**src/rtl/sdreq_pkg.sv**
```systemverilog
// Shared types and constants for the SDRAM request dispatcher.
package sdreq_pkg;

  localparam int NUM_CH = 4;
  localparam int CH_W   = $clog2(NUM_CH);

  // Only this channel may run the read-only 18x9 mode.
  localparam logic [CH_W-1:0] MODE_CH = CH_W'(2);

  typedef enum logic [1:0] {
    IDLE  = 2'd0,
    ISSUE = 2'd1,
    BUSY  = 2'd2
  } state_t;

  typedef struct packed {
    logic [21:0] sa;
    logic [5:0]  param;
    logic        mode;
    logic        wnr;
  } desc_t;

endpackage

```
**src/rtl/sdreq_rr_arb.sv**
```systemverilog
// Four-way round-robin arbiter: searches from ptr+1 and returns a one-hot
// grant plus the index of the winner (ptr unchanged when nothing requests).
module sdreq_rr_arb
  import sdreq_pkg::*;
(
  input  logic [NUM_CH-1:0] req,
  input  logic [CH_W-1:0]   ptr,
  output logic [NUM_CH-1:0] gnt,
  output logic [CH_W-1:0]   ptr_next
);

  logic            found;
  logic [CH_W-1:0] idx;

  always_comb begin
    gnt      = '0;
    ptr_next = ptr;
    found    = 1'b0;
    idx      = '0;
    for (int i = 1; i <= NUM_CH; i++) begin
      idx = ptr + CH_W'(i);
      if (!found && req[idx]) begin
        gnt[idx] = 1'b1;
        ptr_next = idx;
        found    = 1'b1;
      end
    end
  end

endmodule

```
**src/rtl/sdreq_dispatch.sv**
```systemverilog
// Initiator-side dispatcher for the SDRAM command sequencer: round-robin over
// four channels plus a postponable auto-refresh. Optional watchdog: SDREQ_WATCHDOG_EN.
module sdreq_dispatch
  import sdreq_pkg::*;
#(
  parameter int REFR_PERIOD   = 780,
  parameter int REFR_MAX_PEND = 8,
  parameter int WD_CYCLES     = 1023
) (
  input  logic                     clk0,
  input  logic                     rst,
  input  logic                     en,
  input  logic [NUM_CH-1:0]        req,
  input  logic [NUM_CH-1:0][21:0]  ch_sa,
  input  logic [NUM_CH-1:0][5:0]   ch_param,
  input  logic [NUM_CH-1:0]        ch_mode,
  input  logic [NUM_CH-1:0]        ch_wnr,
  input  logic                     next,
  output logic [NUM_CH-1:0]        ack,
  output logic                     xfer,
  output logic                     refr,
  output logic [21:0]              sa,
  output logic [CH_W-1:0]          chsel,
  output logic [5:0]               param,
  output logic                     mode,
  output logic                     wnr,
  output logic                     busy,
  output logic [3:0]               refr_pend,
  output logic                     wd_err
);

  // Handshake: xfer or refr is a one-cycle strobe (with ack for xfer) that
  // launches one operation; nothing else is launched until the sequencer
  // returns a one-cycle next while we sit in BUSY. next at any other time is dropped.

  localparam int              TMR_W      = (REFR_PERIOD > 1) ? $clog2(REFR_PERIOD) : 1;
  localparam logic [TMR_W-1:0] TMR_RELOAD = TMR_W'(REFR_PERIOD - 1);
  localparam logic [3:0]      PEND_MAX   = 4'(REFR_MAX_PEND);

  state_t            state_q, state_d;
  logic [CH_W-1:0]   ptr_q, ptr_nx;
  logic [NUM_CH-1:0] gnt;
  logic [TMR_W-1:0]  tmr_q;
  logic              tick, grant_ch, grant_refr, wd_timeout;
  desc_t             desc_q, desc_sel;

  sdreq_rr_arb u_arb (
    .req      (req),
    .ptr      (ptr_q),
    .gnt      (gnt),
    .ptr_next (ptr_nx)
  );

  assign tick = (tmr_q == '0);

  // A full postponement budget outranks channels; otherwise refresh only fills idle slots.
  always_comb begin
    grant_ch   = 1'b0;
    grant_refr = 1'b0;
    if (state_q == IDLE && en) begin
      if (refr_pend == PEND_MAX)   grant_refr = 1'b1;
      else if (|req)               grant_ch   = 1'b1;
      else if (refr_pend != '0)    grant_refr = 1'b1;
    end
  end

  always_comb begin
    state_d = state_q;
    case (state_q)
      IDLE:    if (grant_ch || grant_refr) state_d = ISSUE;
      ISSUE:   state_d = BUSY;
      BUSY:    if (next || wd_timeout) state_d = IDLE;
      default: state_d = IDLE;
    endcase
  end

  always_comb begin
    desc_sel.sa    = ch_sa[ptr_nx];
    desc_sel.param = ch_param[ptr_nx];
    desc_sel.wnr   = ch_wnr[ptr_nx];
    desc_sel.mode  = (ptr_nx == MODE_CH) && !ch_wnr[ptr_nx] && ch_mode[ptr_nx];
  end

  always_ff @(negedge clk0) begin
    if (rst) state_q <= IDLE;
    else     state_q <= state_d;
  end

  always_ff @(negedge clk0) begin
    if (rst) begin
      xfer   <= 1'b0;
      refr   <= 1'b0;
      ack    <= '0;
      busy   <= 1'b0;
      desc_q <= '0;
      chsel  <= '0;
      ptr_q  <= CH_W'(NUM_CH - 1);
    end else begin
      xfer <= grant_ch;
      refr <= grant_refr;
      ack  <= grant_ch ? gnt : '0;
      busy <= (state_d != IDLE);
      // A refresh grant leaves the descriptor untouched.
      if (grant_ch) begin
        desc_q <= desc_sel;
        chsel  <= ptr_nx;
        ptr_q  <= ptr_nx;
      end
    end
  end

  always_ff @(negedge clk0) begin
    if (rst) begin
      tmr_q     <= TMR_RELOAD;
      refr_pend <= '0;
    end else begin
      tmr_q <= tick ? TMR_RELOAD : tmr_q - 1'b1;
      case ({tick, grant_refr})
        2'b10:   if (refr_pend != PEND_MAX) refr_pend <= refr_pend + 1'b1;
        2'b01:   refr_pend <= refr_pend - 1'b1;
        default: refr_pend <= refr_pend;
      endcase
    end
  end

`ifdef SDREQ_WATCHDOG_EN
  localparam int WD_W = $clog2(WD_CYCLES + 1);
  logic [WD_W-1:0] wd_cnt;

  assign wd_timeout = (state_q == BUSY) && !next && (wd_cnt == WD_W'(WD_CYCLES - 1));

  always_ff @(negedge clk0) begin
    if (rst) begin
      wd_cnt <= '0;
      wd_err <= 1'b0;
    end else begin
      wd_cnt <= (state_q == BUSY) ? wd_cnt + 1'b1 : '0;
      if (wd_timeout) wd_err <= 1'b1;
    end
  end
`else
  assign wd_timeout = 1'b0;
  assign wd_err     = 1'b0;
`endif

  assign sa    = desc_q.sa;
  assign param = desc_q.param;
  assign mode  = desc_q.mode;
  assign wnr   = desc_q.wnr;

endmodule

```
**config.mk**
```make
export PLATFORM = sky130hd
export DESIGN_NAME = sdreq_dispatch
export DESIGN_NICKNAME = d
export VERILOG_FILES = /design/src/rtl/sdreq_pkg.sv /design/src/rtl/sdreq_rr_arb.sv /design/src/rtl/sdreq_dispatch.sv
export SDC_FILE = /design/constraint.sdc
export NUM_CORES = 1
export LEC_CHECK = 0
export ABC_AREA = 1
export BUFFER_PORTS_ARGS = -buffer_cell sky130_fd_sc_hd__buf_2
export CORE_ASPECT_RATIO = 0.6
export CORE_MARGIN = 2
export CORE_UTILIZATION = 41
export CTS_BUF_LIST = sky130_fd_sc_hd__clkbuf_8
export CTS_CLUSTER_DIAMETER = 100
export DETAILED_ROUTE_END_ITERATION = 12
export GPL_ROUTABILITY_DRIVEN = 0
export GPL_TIMING_DRIVEN = 0
export PLACE_DENSITY_LB_ADDON = 0.12
export SLEW_MARGIN = 10
export SYNTH_ARGS = -nofsm -noshare
export SYNTH_HDL_FRONTEND = slang
export SYNTH_SLANG_ARGS = --single-unit
```
**constraint.sdc**
```tcl
create_clock -name clk0 -period 3.1 [get_ports clk0]
set_input_delay 0.31 -clock clk0 [delete_from_list [all_inputs] [get_ports clk0]]
set_output_delay 0.31 -clock clk0 [all_outputs]
set_load 0.01 [all_outputs]
```
### Word level (Yosys, flattened, before mapping)

Index checks and enable logic that the tools add are counted.

* register bits: 57
* output and inout bits: 44

* magnitude comparators: 9
* equality and inequality tests: 8
* bitwise logic cells: 4
* reductions and logical operators: 24
* add/sub/neg operators: 6
* muxes and demuxes: 47

Operator list (number)
* $bmux 22 s2: 1
* $mux 22: 1
* $mux 1: 20
* $mux 4: 5
* $lt 2x3->1 const B: 5
* $bmux 1 s2: 6
* $bmux 6 s2: 1
* $mux 2: 6
* $or 4x4->4: 3
* $logic_and 1x1->1: 10
* $logic_not 10->1: 1
* $sub 10x1->10 const B: 1
* $demux 1 s2: 4
* $ge 2x1->1 const B: 4
* $pmux 4 s2: 1
* $eq 2x2->1 const B: 3
* $mux 6: 1
* $pmux 2 s3: 1
* $add 2x2->2 const B: 2
* $add 4x1->4 const B: 1
* $eq 2x1->1 const B: 2
* $eq 4x4->1 const B: 1
* $logic_not 1->1: 4
* $ne 4x4->1 const B: 1
* other kinds (11): 13

### Logic depth before layout (Yosys ltp)

* depth in word-level cells: 18
* depth in mapped cells: 16
* mapped depth without buffers: 14

### By module

Synthesis repeated with hierarchy kept, for this count alone.

* cell total of the unflattened synthesis: 549
* area, all modules: 3575.9 µm²

Modules (own cells, without submodules)
* sdreq_dispatch: cells each 462, area an instance 3016.6 µm², instances 1, seq. area each 1141.1 µm²
* sdreq_rr_arb: cells each 87, area an instance 559.3 µm², instances 1, seq. area each 0.0 µm²

==> summary.md <==
| Metric | Value |
|---|---|
| Clock Latency Late Sink | roughly 0.4 ns |
| Number of antenna violations at the first check in global routing | 0 |
| Total length of routed wires | 14.1 mm |
| Synth Warn # | 0 |
| Reported leakage power | about 0.0030 uW |
| Pin count of the biggest net entering global routing | 14 |
| Remaining routing DRC violations | 0 |
| Cell taking the most area after synthesis | sky130_fd_sc_hd__dfxtp_1 |
| Met3 demand-to-capacity share in global routing | 7.55% |
| CP Capture Type | flip-flop |
| Area share of the leading cell type in the synthesized netlist | ~28% |
| CTS tree | yes |
| Required @ worst endpoint | roughly 1.9 ns |
| FP Rows | 28 |
| Worst-Margin Slew | slightly above 0.6 ns |
| Number of port buffers | roughly 170 |
| Data arrival, critical path | slightly below 2 ns |
| Net Switching | about 1900 uW |
| Ordered cell list for the critical path | buf_2 > inv_2 > nand4_1 > o21ai_2 > nand2_2 > nor2_4 > xnor2_2 > inv_1 > ha_2 > or2_4 > nand3_2 > nand2_1 > nor2_1 |
| Reg power frac | a little over a fifth |
| Maxcap violations | 0 |
| Sw Ratio | about 45% |
| Proportion of synthesized chip area in sequential cells | around 28% |
| Share of synthesized registers carrying an async set or reset | 0% |
| Setup ws final | -0.0687 ns |
| Gr ovfl total | 0 |
| Die span in y | a little over 80 microns |
| Count of state elements after synthesis | 57 |
| Die Area | 0.0108 sq mm |
| Clock sinks | 57 |
| Global-route total usage across every layer | about a quarter |
| Number of distinct library cell variants in the gate-level netlist after synthesis | 40 |
| Number of buffers added to fix hold violations after cts | 0 |
| Detailed Route Iter0 Violations | ~270 |
| Number of max-slew violations in the final report | 0 |
| Share of post-route cells with drive strength above 1 | between 30% and 40% |
| DP HPWL | 10.3 mm |
| Int Power | 2350 uW |
| Diode count | 0 |
| Vias | 4921 |
| Clock network fraction of total power | between 20% and 30% |
| Power per unit of standard cell area | 742 mW/mm^2 |
| Top_reg_cell synth | sky130_fd_sc_hd__dfxtp_1 |
| Vias in the first global route | between 4000 and 5000 |
| Worst Path Max Fanout | 3 |
| Mean number of vias per cell | between 5 and 6 |
| Most frequent cells after synthesis | 154 x sky130_fd_sc_hd__nand3_1, 115 x sky130_fd_sc_hd__nand2_1, 57 x sky130_fd_sc_hd__dfxtp_1 |
| Fraction of met1 tracks used by global routing | 32.6% |
| Layout overhead on the synthesized area | 40.4% |
| Area of the mapped netlist | a little over 0.004 sq mm |
| DR WL/cell | approximately 15 microns |
| Post-route ant nets | 0 |
| Total number of nets in the final design | 940 |
| Most Used Layer, Global Route | met2 |
| Initial standard-cell utilization of the core | approximately two fifths |
| Clk slew on worst S/H paths | around 0.030 ns |
| Most repeated cell in the gate-level netlist after synthesis | sky130_fd_sc_hd__nand3_1 |
| Die boundary width | between 100 and 150 microns |
| CTS buffer count | 9 |
| Final core area utilization | 58.7% |
| Number of buffers between clock root and the deepest sink | 2 |
| Number of nets in the synthesized netlist | around 700 |
| Largest stage delay, worst path | 0.24 ns |
| Result of the run | finished with violations |
| Met2 Use GR | a little under 40% |
| Combinational power share | between 50% and 60% |
| Final cell count without fillers | about 940 |
| Count of final hold-check violations | 0 |
| Filler cells | ~900 |
| Peak supply drop | 0.279 mV |
| Post-synthesis area per instance | roughly 7.3 sq um |
| Critical path's slowest cell | sky130_fd_sc_hd__or2_4 |
| Violated checks | setup timing |
| Post-Route Skew | roughly 0.011 ns |
| Setup repair after global routing missed its margin | yes |
| Relative slew slack | about three fifths |
| Placeable Area | just under 0.01 sq mm |
| Final number of setup-violating endpoints | 1 |
| Gate count after technology mapping | ~560 |
| Kind of critical path | input pin to flip-flop |
| EDFF count, synth | 0 |
| # placed instances | between 800 and 900 |
| Buffer type at the clock tree root | sky130_fd_sc_hd__clkbuf_8 |
| Global-route wire length before repair | 21.8 mm |
| Launching element type of the critical path | input pin |
| Hold/Removal Path Class | flip-flop to flip-flop |
| 1st-pass router iterations | 6 |
| IO Pins | about 170 |
| Area contributors post-synth | sky130_fd_sc_hd__dfxtp_1 28%, sky130_fd_sc_hd__nand3_1 19%, sky130_fd_sc_hd__nand2_1 11% |
| H-tree depth reported by CTS | 3 |
[worst paths after layout]
check / start / endpoint / slack (ns) / cells after the start
worst max-delay path: req[3] / refr_pend[2] / -0.07 / 13
worst min-delay path: tmr_q[0] / tmr_q[0] / 0.38 / 1
worst max register to register: ptr_q[0] / param[0] / 0.51 / 15
worst min register to register: tmr_q[0] / tmr_q[0] / 0.38 / 1
[metrics by stage]
step                power (uW)  instance area, sq um  worst slack (ns)  setup TNS (ns)  hold slack [ns]
floorplan                 2510                  4100            -0.154          -0.157            0.365
global placement          3040                  5110            -0.578          -19.22            0.375
detailed placement        3060                  5110            -0.611          -21.05            0.377
CTS                       4190                  5660           -0.0318         -0.0318            0.386
global route              4560                  5740            -0.143          -0.186            0.428
finish                    4260                  5740           -0.0687         -0.0687            0.383
[area by class of cell]
type,count,area (sq um),share of cell area [%]
multi-input combinational,432,2550,44.4
tap,135,169,2.94
clock inverter,64,339,5.91
timing repair buffer,175,941,16.4
clock buffer,9,124,2.16
buffer,37,342,5.95
sequential,57,1140,19.9
inverter,33,138,2.40
[layer usage]
metal  vias up  wire (microns)  share of wire (%)
met5         -               0                  0
met4         0             263                1.9
met3        28            1290                9.2
met2       277            6320                 45
met1      2225            6230                 44
li1       2391               -                  -
[power by group through the flow]
stage / clock network [uW] / logic, uW / registers (uW)
2_1_floorplan: 114 / 1440 / 953
3_3_place_gp: 114 / 2010 / 915
3_5_place_dp: 114 / 2030 / 916
4_1_cts: 1230 / 2060 / 908
5_1_grt: 1310 / 2340 / 920
6_report: 1190 / 2160 / 908
[state kept, by name, indices dropped and copies added, names as in the netlist]
register   cells
state_q        2
wnr            1
mode           1
ptr_q          2
chsel          2
ack            4
xfer           1
busy           1
refr           1
param          6
refr_pend      4
sa            22
tmr_q         10
[critical path, delay by kind of cell]
family / cells / cell delay, ns
simple gates: 7 / 0.88
buf+inv: 3 / 0.25
xor+xnor: 1 / 0.12
fa+ha+maj: 1 / 0.17
compound gates: 1 / 0.21
[cells by family after synthesis]
group,after synthesis,synth area share [%]
compound gates,57,8.51
flops,57,27.9
buf+inv,74,11.3
fa+ha+maj,10,3.06
other cells,1,0.0917
xor+xnor,4,0.857
simple gates,360,48.3
[placed cells by master (no fill, tap or decap), drive strengths merged]
| cell type | n |
|---|---|
| nor3b | 1 |
| clkinv | 1 |
| nand3b | 1 |
| nor3 | 4 |
| a22oi | 1 |
| o211ai | 2 |
| clkinvlp | 1 |
| xnor2 | 2 |
| a31oi | 1 |
| xor2 | 2 |
| inv | 92 |
| dfxtp | 57 |
| or3 | 1 |
| nand2 | 130 |
| conb | 1 |
| nor2 | 18 |
| nand3 | 199 |
| buf | 203 |
| a41oi | 3 |
| a21oi | 41 |
| ha | 10 |
| bufinv | 3 |
| o31ai | 1 |
| or2 | 2 |
| o21a | 1 |
| clkbuf | 18 |
| nand4 | 4 |
| o21ai | 7 |
[timing repair]
item,4_1_cts,5_1_grt
setup buffers,6,1
pin swaps,8,6
setup endpoints to repair,27,16
resized for setup,8,23
cloned,0,1
Note: power is estimated with default switching activity, not from simulation.
